==> src/rtl/ps2_rx.sv <==
// rtl/ps2_rx.sv - PS/2 device-to-host frame receiver with E0/F0 prefix stripping
module ps2_rx #(
  parameter int TIMEOUT_CYCLES = 200000
) (
  input  logic       clk,
  input  logic       rst,
  input  logic       ps2_clk_f,
  input  logic       ps2_data,
  output logic [7:0] key_code,
  output logic       key_valid,
  output logic       key_break,
  output logic       key_ext,
  output logic       frame_err
);

  localparam int TW = (TIMEOUT_CYCLES > 2) ? $clog2(TIMEOUT_CYCLES) : 1;
  localparam logic [TW-1:0] TCNT_LAST = TW'(TIMEOUT_CYCLES - 1);

  typedef enum logic [1:0] {S_IDLE, S_DATA, S_PARITY, S_STOP} state_t;

  state_t        state_q, state_d;
  logic          data_meta_q, data_sync_q;
  logic          clk_prev_q;
  logic [2:0]    cnt_q;
  logic [7:0]    sr_q;
  logic          par_q;
  logic [TW-1:0] tcnt_q;
  logic          ext_pend_q, brk_pend_q;
  logic [7:0]    key_code_q;
  logic          key_valid_q, key_break_q, key_ext_q, frame_err_q;

  logic fall;
  logic timeout;
  logic stop_eval, frame_good;
  logic emit_key, emit_err, set_ext, set_brk;

  assign fall    = clk_prev_q & ~ps2_clk_f;
  assign timeout = (state_q != S_IDLE) && !fall && (tcnt_q == TCNT_LAST);

  always_ff @(posedge clk) begin
    if (rst) state_q <= S_IDLE;
    else     state_q <= state_d;
  end

  always_comb begin
    state_d = state_q;
    if (timeout) begin
      state_d = S_IDLE;
    end else if (fall) begin
      case (state_q)
        S_IDLE:   if (!data_sync_q) state_d = S_DATA;
        S_DATA:   if (cnt_q == 3'd7) state_d = S_PARITY;
        S_PARITY: state_d = S_STOP;
        S_STOP:   state_d = S_IDLE;
        default:  state_d = S_IDLE;
      endcase
    end
  end

  // Frame verdict is taken on the stop-bit fall; all outputs register it one cycle later.
  always_comb begin
    stop_eval  = (state_q == S_STOP) && fall;
    frame_good = data_sync_q && (^{sr_q, par_q});
    emit_key   = stop_eval && frame_good && (sr_q != 8'hE0) && (sr_q != 8'hF0);
    set_ext    = stop_eval && frame_good && (sr_q == 8'hE0);
    set_brk    = stop_eval && frame_good && (sr_q == 8'hF0);
    emit_err   = (stop_eval && !frame_good) || timeout;
  end

  always_ff @(posedge clk) begin
    if (rst) begin
      data_meta_q <= 1'b0;
      data_sync_q <= 1'b0;
      clk_prev_q  <= 1'b0;
      cnt_q       <= '0;
      sr_q        <= '0;
      par_q       <= 1'b0;
      tcnt_q      <= '0;
      ext_pend_q  <= 1'b0;
      brk_pend_q  <= 1'b0;
      key_code_q  <= '0;
      key_valid_q <= 1'b0;
      key_break_q <= 1'b0;
      key_ext_q   <= 1'b0;
      frame_err_q <= 1'b0;
    end else begin
      data_meta_q <= ps2_data;
      data_sync_q <= data_meta_q;
      clk_prev_q  <= ps2_clk_f;

      if (fall) begin
        case (state_q)
          S_IDLE:   cnt_q <= '0;
          S_DATA: begin
            sr_q  <= {data_sync_q, sr_q[7:1]};
            cnt_q <= cnt_q + 3'd1;
          end
          S_PARITY: par_q <= data_sync_q;
          default:  ;
        endcase
      end

      if (state_q == S_IDLE || fall) tcnt_q <= '0;
      else                           tcnt_q <= tcnt_q + 1'b1;

      if (emit_key || emit_err) begin
        ext_pend_q <= 1'b0;
        brk_pend_q <= 1'b0;
      end else begin
        if (set_ext) ext_pend_q <= 1'b1;
        if (set_brk) brk_pend_q <= 1'b1;
      end

      key_valid_q <= emit_key;
      frame_err_q <= emit_err;
      if (emit_key) begin
        key_code_q  <= sr_q;
        key_break_q <= brk_pend_q;
        key_ext_q   <= ext_pend_q;
      end
    end
  end

  assign key_code  = key_code_q;
  assign key_valid = key_valid_q;
  assign key_break = key_break_q;
  assign key_ext   = key_ext_q;
  assign frame_err = frame_err_q;

endmodule

==> config.mk <==
export PLATFORM = sky130hd
export DESIGN_NAME = ps2_rx
export DESIGN_NICKNAME = d
export VERILOG_FILES = /design/src/rtl/ps2_rx.sv
export SDC_FILE = /design/constraint.sdc
export NUM_CORES = 1
export LEC_CHECK = 0
export CAP_MARGIN = 20
export CORE_ASPECT_RATIO = 1.25
export CORE_UTILIZATION = 35
export CTS_BUF_LIST = sky130_fd_sc_hd__clkbuf_8
export DETAILED_ROUTE_END_ITERATION = 8
export DONT_BUFFER_PORTS = 1
export PLACE_DENSITY = 0.52
export SLEW_MARGIN = 20
export SYNTH_ARGS = -nofsm -noshare
export SYNTH_HDL_FRONTEND = slang
export SYNTH_SLANG_ARGS = --single-unit
==> constraint.sdc <==
create_clock -name clk -period 2.5 [get_ports clk]
set_input_delay 0.25 -clock clk [delete_from_list [all_inputs] [get_ports clk]]
set_output_delay 0.25 -clock clk [all_outputs]
set_load 0.01 [all_outputs]
* Yosys cells after proc, flatten, opt, wreduce, memory -nomap -nowiden
Cells that the tools add are included.
** Word-level totals
- Flip-flop bits (word level) :: 49
- Output and inout bits :: 12
- Logic and storage cells :: 60
** Operators by class
- Add/sub/neg operators :: 2
- Equality and inequality tests :: 11
- Multiplexer cells :: 4
- Bitwise operators :: 2
- Reduce and logical (&&, ||, !) cells :: 26
** Operators by type and width (count)
- $add 18x1->18 const B :: 1
- $eq 18x18->1 const B :: 1
- $eq 8x8->1 const B :: 2
- $ne 8x8->1 const B :: 2
- $logic_and 1x1->1 :: 10
- $reduce_xor 9->1 :: 1
- $pmux 2 s4 :: 1
- $pmux 3 s2 :: 1
- $reduce_and 2->1 :: 3
- $reduce_or 2->1 :: 3
- $eq 2x2->1 const B :: 2
- $mux 2 :: 2
- $ne 2x2->1 const B :: 2
- $reduce_bool 2->1 :: 2
- $add 3x1->3 const B :: 1
- $eq 3x3->1 const B :: 1
- $logic_or 1x1->1 :: 3
- $reduce_and 3->1 :: 1
- $eq 2x1->1 const B :: 1
- $logic_not 1->1 :: 2
- $logic_not 2->1 :: 1
- $and 1x1->1 :: 1
- $not 1->1 :: 1

* Logic depth before layout (Yosys ltp)
Gate-level depths: netlist of the first run.
- Depth in word-level cells :: 8
- Gate-level depth with buffers :: 7
- Mapped depth without buffers :: 6

* Worst setup path before layout of the first run
OpenSTA, ideal clock, no wires.
- Path kind :: register to register
- Start point :: register sr_q[4]
- End point :: register key_code_q[4] (netlist: key_code[4])
- Setup time :: 117 ps
- Arrival :: 1683 ps
- Required time :: 2383 ps
- Path slack :: 700 ps
- Cell stages (with the launch flop) :: 7
- Clock period less this slack :: 1800 ps
- Cells stage by stage :: dfxtp_1 xnor2_1 xnor3_2 xnor2_4 a21oi_2 buf_4 a22o_1
** On the way
- Cells in the longest elaborated chain, start to end :: 5
** Ends and longest elaborated chain
- from (decl) :: RTL line 25 : logic [7:0] sr_q;
- from (signal assigned) :: RTL line 95 : sr_q <= {data_sync_q, sr_q[7:1]};
- $reduce_xor 9->1 :: RTL line 63 : frame_good = data_sync_q && (^{sr_q, par_q});
- $logic_and 1x1->1 :: RTL line 63
- $logic_and 1x1->1 (3 in series) :: RTL line 64 : emit_key = stop_eval && frame_good && (sr_q != 8'hE0) && (sr_q != 8'hF0);
- to (signal assigned) :: RTL line 117 : key_code_q <= sr_q;
- to (decl) :: RTL line 29 : logic [7:0] key_code_q;
Several ways; a longest one is shown, not always the timed one.
A chain may end at the register's enable or synchronous reset.

* Final worst setup path of the first run
- Start point :: register sr_q[4]
- End point :: register key_code_q[5] (netlist: key_code[5])
** On the way
- Cells in the longest elaborated chain, start to end :: 5
** Ends and longest elaborated chain (RTL line)
- $reduce_xor 9->1 :: 63
- $logic_and 1x1->1 :: 63
- $logic_and 1x1->1 (2 in series) :: 64
- $logic_and 1x1->1 * :: 64
Every way passes the cells marked *; elsewhere a longest branch is shown, timed or not.

==> flow_metrics.env, run 1 <==
export IMPL_skew_ns=0.00560
export IMPL_yosys_area_share_simple_pct=22.8
export IMPL_crit_required_ns=2.74
export IMPL_clock_sinks=49
export IMPL_gp_congestion=0.717
export IMPL_antenna_cells=0
export IMPL_io_pins=16
export IMPL_drv_cap=0
export IMPL_yosys_area_top_type="dfxtp_1"
export IMPL_rsz0062_at_grt="false"
export IMPL_ctsResizeCount=0
export IMPL_nets=229
export IMPL_firstDrtPassIters=6
export IMPL_synth_area_mux_share_pct=0.973
export IMPL_final_cell_mix="dfxtp_1 (49), nor2_1 (28), nand2_1 (25)"
export IMPL_grt_pass1_vias=1374
export IMPL_peakVddDrop_uv=262
export IMPL_cts_tree="done"
export IMPL_p_leak_nw=0.818
export IMPL_synth_area_sq_mm=0.00206
export IMPL_hpwlAfterDp_um=2570
export IMPL_die_width_um=70.6
export IMPL_drive_gt1_share_pct=6.88
export IMPL_synth_warnings=0
export IMPL_crit_fanout=11
export IMPL_htreeDepth=2
export IMPL_crit_path_end_kind="flop"
export IMPL_synthAdderAreaFrac_pct=4.26
export IMPL_antenna_left=0
export IMPL_hold_class="primary input to flop"
export IMPL_fillers=569
export IMPL_coreArea_sq_mm=0.00556
export IMPL_grt_pass1_wl_um=6350
export IMPL_setup_viol=0
export IMPL_placed_cell_area_sq_mm=0.00211
export IMPL_path_clk_slew_ns=0.09
export IMPL_syn2layout_area_growth_pct=8.45
export IMPL_syn_avg_cell_area_sq_um=9.52
export IMPL_fin_area_sq_mm=0.00223
export IMPL_synth_top_cell_area_share_pct=47.7
export IMPL_synth_cells=216
export IMPL_dr_total_vias=1424
export IMPL_slew_limit_headroom_pct=58.5
export IMPL_numCtsBuffers=5
export IMPL_timing_fmax_ghz=0.471
export IMPL_antenna_found_initial=0
export IMPL_synth_area_leaders="dfxtp_1 (48%), xor2_1 (5.5%), nor2_1 (5.1%)"
export IMPL_start_util_pct=37.0
export IMPL_ctsRootBufferMaster="clkbuf_8"
export IMPL_ys_types=35
export IMPL_drv_slew=0
export IMPL_clk_latency_ns=0.29
export IMPL_cellPowerDensity_mw_per_mm2=606
export IMPL_synth_top_family_by_area="simple AND/OR/NAND/NOR gates"
export IMPL_clock_path_buffers=2
export IMPL_hold_violations=0
export IMPL_final_common_cell="dfxtp_1"
export IMPL_fin_crit_ns=2.12
export IMPL_path_class="flop to flop"
export IMPL_fin_crit_sh_pct=84.9
export IMPL_min_path_cells=1
export IMPL_fin_setup_tns_ns=0
export IMPL_grt_overflow=0
export IMPL_die_y_um=87.7
export IMPL_io_buffers=0
export IMPL_synth_xor_xnor_area_share_pct=11.4
export IMPL_rows=30
export IMPL_seq_area_frac_synth_pct=47.7
export IMPL_tightestPinTransition_ns=0.622
export IMPL_synth_compound_area_share_pct=9.55
export IMPL_power_mw=1.35
export IMPL_ys_ff_latch=49
export IMPL_start_kind="flop"
export IMPL_drc=2
export IMPL_failed_checks="DRC"
export IMPL_die_area_sq_mm=0.00619
export IMPL_drt_wl_total_um=3690
export IMPL_viasPerCell=5.05
export IMPL_synth_nets=227
export IMPL_arrival_ns=2.36
export IMPL_reg2regPathDepth=5
export IMPL_routedWlPerCell_um=13.1
export IMPL_multi_input_area_sq_mm=0.00101
export IMPL_grt_util_all_layers_pct=13.1
export IMPL_grt_max_degree=21
export IMPL_outcome="complete, but fails checks"
export IMPL_drt_iter0_drc=87
export IMPL_regArea_sq_um=981
[synthesized netlist by cell type]
library cell,count
clkbuf_1,7
and3_1,3
nand2b_1,2
nor4bb_1,1
nand4b_1,2
nand2_1,25
and2_1,2
buf_4,1
nand4_1,4
o21ai_1,1
nand3_1,10
or3_1,1
xnor3_2,1
a21oi_1,10
ha_1,7
xnor2_4,1
xor2_1,13
a41oi_1,1
mux2i_1,2
nor3b_2,2
nor4b_4,1
xnor2_1,8
and4_1,1
a21oi_2,1
a211oi_1,1
dfxtp_1,49
a31oi_1,1
buf_6,1
a22o_1,10
nor2_1,28
a22oi_1,3
nor3_1,2
inv_1,6
nor4_1,3
nor2b_1,5
[final cells by class]
type / instances / area share, %
Tap cell: 64 / 3.59
Inverter: 6 / 1.01
Multi-Input combinational cell: 152 / 45.2
Sequential cell: 49 / 44.0
Clock buffer: 5 / 3.08
Timing Repair Buffer: 4 / 1.57
Clock inverter: 2 / 1.57
[report_power, final]
group / switching, mW / internal (mW) / total, mW
Clock: 0.247 / 0.291 / 0.538
Combinational: 0.0171 / 0.0108 / 0.0279
Sequential: 0.00300 / 0.784 / 0.787
Total: 0.267 / 1.09 / 1.35
[per-stage QoR]
| stage | setup slack, ns | hold slack, ns | cells | utilization (%) |
|---|---|---|---|---|
| after floorplan | 0.700 | 0.378 | 216 | - |
| after global placement | 0.428 | 0.324 | 273 | 37.9 |
| after detailed placement | 0.374 | 0.323 | 273 | 37.9 |
| after CTS | 0.349 | 0.000362 | 280 | 39.8 |
| after global routing | 0.165 | -0.000614 | 282 | 40.2 |
| final | 0.378 | 0.0169 | 282 | 40.2 |
[per-layer routing]
metal	track usage, %	wire [um]	vias to the layer above
li1	-	-	734
met1	14.8	1690	665
met2	24.1	1860	21
met3	2.65	91	4
met4	6.00	46	0
met5	0	0	-
[worst max-delay path: stages, from the launching register on]
cell     delay, ns
dfxtp_1       0.44
xnor2_1       0.14
xnor3_2       0.48
xnor2_4       0.25
nor4b_4       0.54
a22o_1        0.20
[path summary, 6_finish.rpt]
path                            slack [ns]          end         from
worst max-delay path                  0.38  key_code[5]      sr_q[4]
worst max register to register        0.38  key_code[5]      sr_q[4]
worst min-delay path                  0.02   clk_prev_q          rst
worst min register to register        0.44  data_sync_q  data_meta_q
[logic make-up (layout without fill, tap and decap cells)]
kind of cell,after synthesis,in the layout
fa+ha+maj,7,7
xor+xnor,23,23
mux,2,2
compound gates,28,28
buf+inv,15,17
simple gates,92,92
flops,49,49
[repair_timing]
item                      4_1_cts  5_1_grt
hold buffers                    0        2
buffers inserted                0        0
hold endpoints to repair        0        5
[flip-flops by register name, summed over array words and instances (netlist names)]
name         flops
tcnt_q          18
clk_prev_q       1
cnt_q            3
sr_q             8
key_break        1
frame_err        1
data_meta_q      1
key_code         8
state_q          2
brk_pend_q       1
key_ext          1
key_valid        1
ext_pend_q       1
par_q            1
data_sync_q      1
Power figures use the tool's default switching activity.
==> inputs of run 2 (changes only) <==
--- a/config.mk
+++ b/config.mk
@@ -11,7 +11,7 @@
 export CTS_BUF_LIST = sky130_fd_sc_hd__clkbuf_8
 export DETAILED_ROUTE_END_ITERATION = 8
 export DONT_BUFFER_PORTS = 1
-export PLACE_DENSITY = 0.52
+export PLACE_DENSITY = 0.54
 export SLEW_MARGIN = 20
 export SYNTH_ARGS = -nofsm -noshare
 export SYNTH_HDL_FRONTEND = slang
==> constraint.sdc (replaced) <==
create_clock -name clk -period 1.7 [get_ports clk]
set_input_delay 0.17 -clock clk [delete_from_list [all_inputs] [get_ports clk]]
set_output_delay 0.17 -clock clk [all_outputs]
set_load 0.01 [all_outputs]
==> run 2 against run 1 <==
Compared with the run above:
- the flow finishes with violations (DRC, setup timing)
- clock skew increased by 0.0019 ns
- register-to-register slack got worse by 0.44 ns
- worst setup slack got worse by 0.44 ns
- critical path depth increased by 1
- fmax increased by 20%
- hold slack improved by 0.046 ns
- first-iteration DRC count decreased by 53%
- critical path type unchanged
==> flow_metrics.env, run 2 (synthesized netlist as in run 1, its figures left out) <==
export IMPL_routedWlPerCell_um=12.2
export IMPL_timing_fmax_ghz=0.567
export IMPL_hold_slack_ns=0.0633
export IMPL_dp_slack_ns=-0.143
export IMPL_outcome="complete, but fails checks"
export IMPL_clock_path_buffers=2
export IMPL_clock_sinks=49
export IMPL_hold_violations=0
export IMPL_hpwlAfterDp_um=2720
export IMPL_grt_util_all_layers_pct=13.2
export IMPL_slew_limit_headroom_pct=58.3
export IMPL_rsz0062_at_grt="true"
export IMPL_grt_pass1_wl_um=6530
export IMPL_start_util_pct=37.0
export IMPL_syn2layout_area_growth_pct=18.9
export IMPL_antenna_cells=0
export IMPL_clk_latency_ns=0.30
export IMPL_io_buffers=0
export IMPL_fin_crit_sh_pct=104
export IMPL_dr_total_vias=1481
export IMPL_drv_cap=0
export IMPL_drc=6
export IMPL_rows=30
export IMPL_ctsRootBufferMaster="clkbuf_8"
export IMPL_busiest_layer="met2"
export IMPL_antenna_left=0
export IMPL_htreeDepth=2
export IMPL_use_met2_pct=24.3
export IMPL_fin_area_sq_mm=0.00245
export IMPL_die_area_sq_mm=0.00619
export IMPL_start_kind="flop"
export IMPL_drv_slew=0
export IMPL_coreArea_sq_mm=0.00556
export IMPL_grt_overflow=0
export IMPL_crit_required_ns=1.95
export IMPL_crit_path_end_kind="flop"
export IMPL_numCtsBuffers=5
export IMPL_tightestPinTransition_ns=0.623
export IMPL_fin_crit_ns=1.76
export IMPL_gp_congestion=0.738
export IMPL_regMostFlops="tcnt_q"
export IMPL_hold_class="primary input to flop"
export IMPL_crit_fanout=11
export IMPL_met3_usage_pct=3.68
export IMPL_fillers=557
export IMPL_cts_tree="done"
export IMPL_nets=256
export IMPL_arrival_ns=2.01
export IMPL_drt_wl_total_um=3800
export IMPL_path_clk_slew_ns=0.09
export IMPL_setup_ws_ns=-0.0640
export IMPL_final_cell_mix="dfxtp_1 (47), nor2_1 (28), buf_4 (27)"
export IMPL_grt_max_degree=19
export IMPL_path_class="flop to flop"
export IMPL_drive_gt1_share_pct=18.3
export IMPL_p_leak_nw=0.951
export IMPL_grt_pass1_vias=1462
export IMPL_firstDrtPassIters=6
export IMPL_io_pins=16
export IMPL_drt_iter0_drc=41
export IMPL_die_y_um=87.7
export IMPL_gr_usage_met1_pct=14.6
export IMPL_setup_viol=12
export IMPL_viasPerCell=4.78
export IMPL_die_width_um=70.6
export IMPL_failed_checks="DRC, setup timing"
export IMPL_final_common_cell="dfxtp_1"
export IMPL_antenna_found_initial=0
export IMPL_largest_reg_flops=18
export IMPL_placed_cell_area_sq_mm=0.00228
export IMPL_peakVddDrop_uv=304
export IMPL_skew_ns=0.00752
export IMPL_cellPowerDensity_mw_per_mm2=773
export IMPL_final_util_pct=44.0
run 2: changes by cell type in the layout (fill, tap and decap cells not counted), moves of 2 or more:
cell        delta
buf_4         +25
dfxtp_1        -2
dfxtp_2        +2
clkinvlp_4     +2
run 2: what timing repair did:
item	CTS	global route
resized for setup	2	2
hold buffers	3	0
endpoints found under the setup margin	12	13
buffers inserted	2	1
endpoints found under the hold margin	16	0
pin swaps	1	1
run 2: cell type report:
| cell class | instances | area [sq um] | share of cell area, % |
|---|---|---|---|
| clock buffers | 5 | 68.8 | 2.81 |
| repair buffers | 31 | 244 | 9.97 |
| well taps | 64 | 80.1 | 3.27 |
| flip-flops and latches | 49 | 983 | 40.2 |
| inverters | 6 | 22.5 | 0.921 |
| clock inverters | 3 | 18.8 | 0.767 |
| multi-input cells | 152 | 1030 | 42.0 |
run 2: critical path, stage by stage, from the launching register on:
cell and delay [ns]:
dfxtp_2 0.33, xnor2_1 0.15, xnor3_2 0.48, xnor2_4 0.22, nor4b_4 0.24, buf_6 0.17
a22o_1 0.12
run 2: routing by layer:
layer | routed length, um | vias up
li1 | - | 792
met1 | 1770 | 668
met2 | 1900 | 19
met3 | 103 | 2
met4 | 24 | 0
met5 | 0 | -
run 2: final timing paths:
kind / startpoint / end / slack (ns) / cells past startpoint
max: sr_q[6] / key_code[3] / -0.06 / 6
min: rst / key_valid / 0.06 / 2
max reg2reg: sr_q[6] / key_code[3] / -0.06 / 6
min reg2reg: data_meta_q / data_sync_q / 0.44 / 1
run 2: stage by stage:
stage          setup TNS [ns]  cells  total power [mW]
2_1_floorplan         -0.0116    216              1.22
3_3_place_gp            -1.19    296              1.23
3_5_place_dp            -1.16    296              1.23
4_1_cts                -0.822    309              1.92
6_report               -0.669    310              1.89
5_1_grt                 -2.29    310              1.98
run 2: report_power, final:
group | switching (mW) | internal [mW] | leakage, nW
registers | 0.00312 | 1.15 | 0.396
logic | 0.0325 | 0.0263 | 0.513
clock network | 0.391 | 0.285 | 0.0416
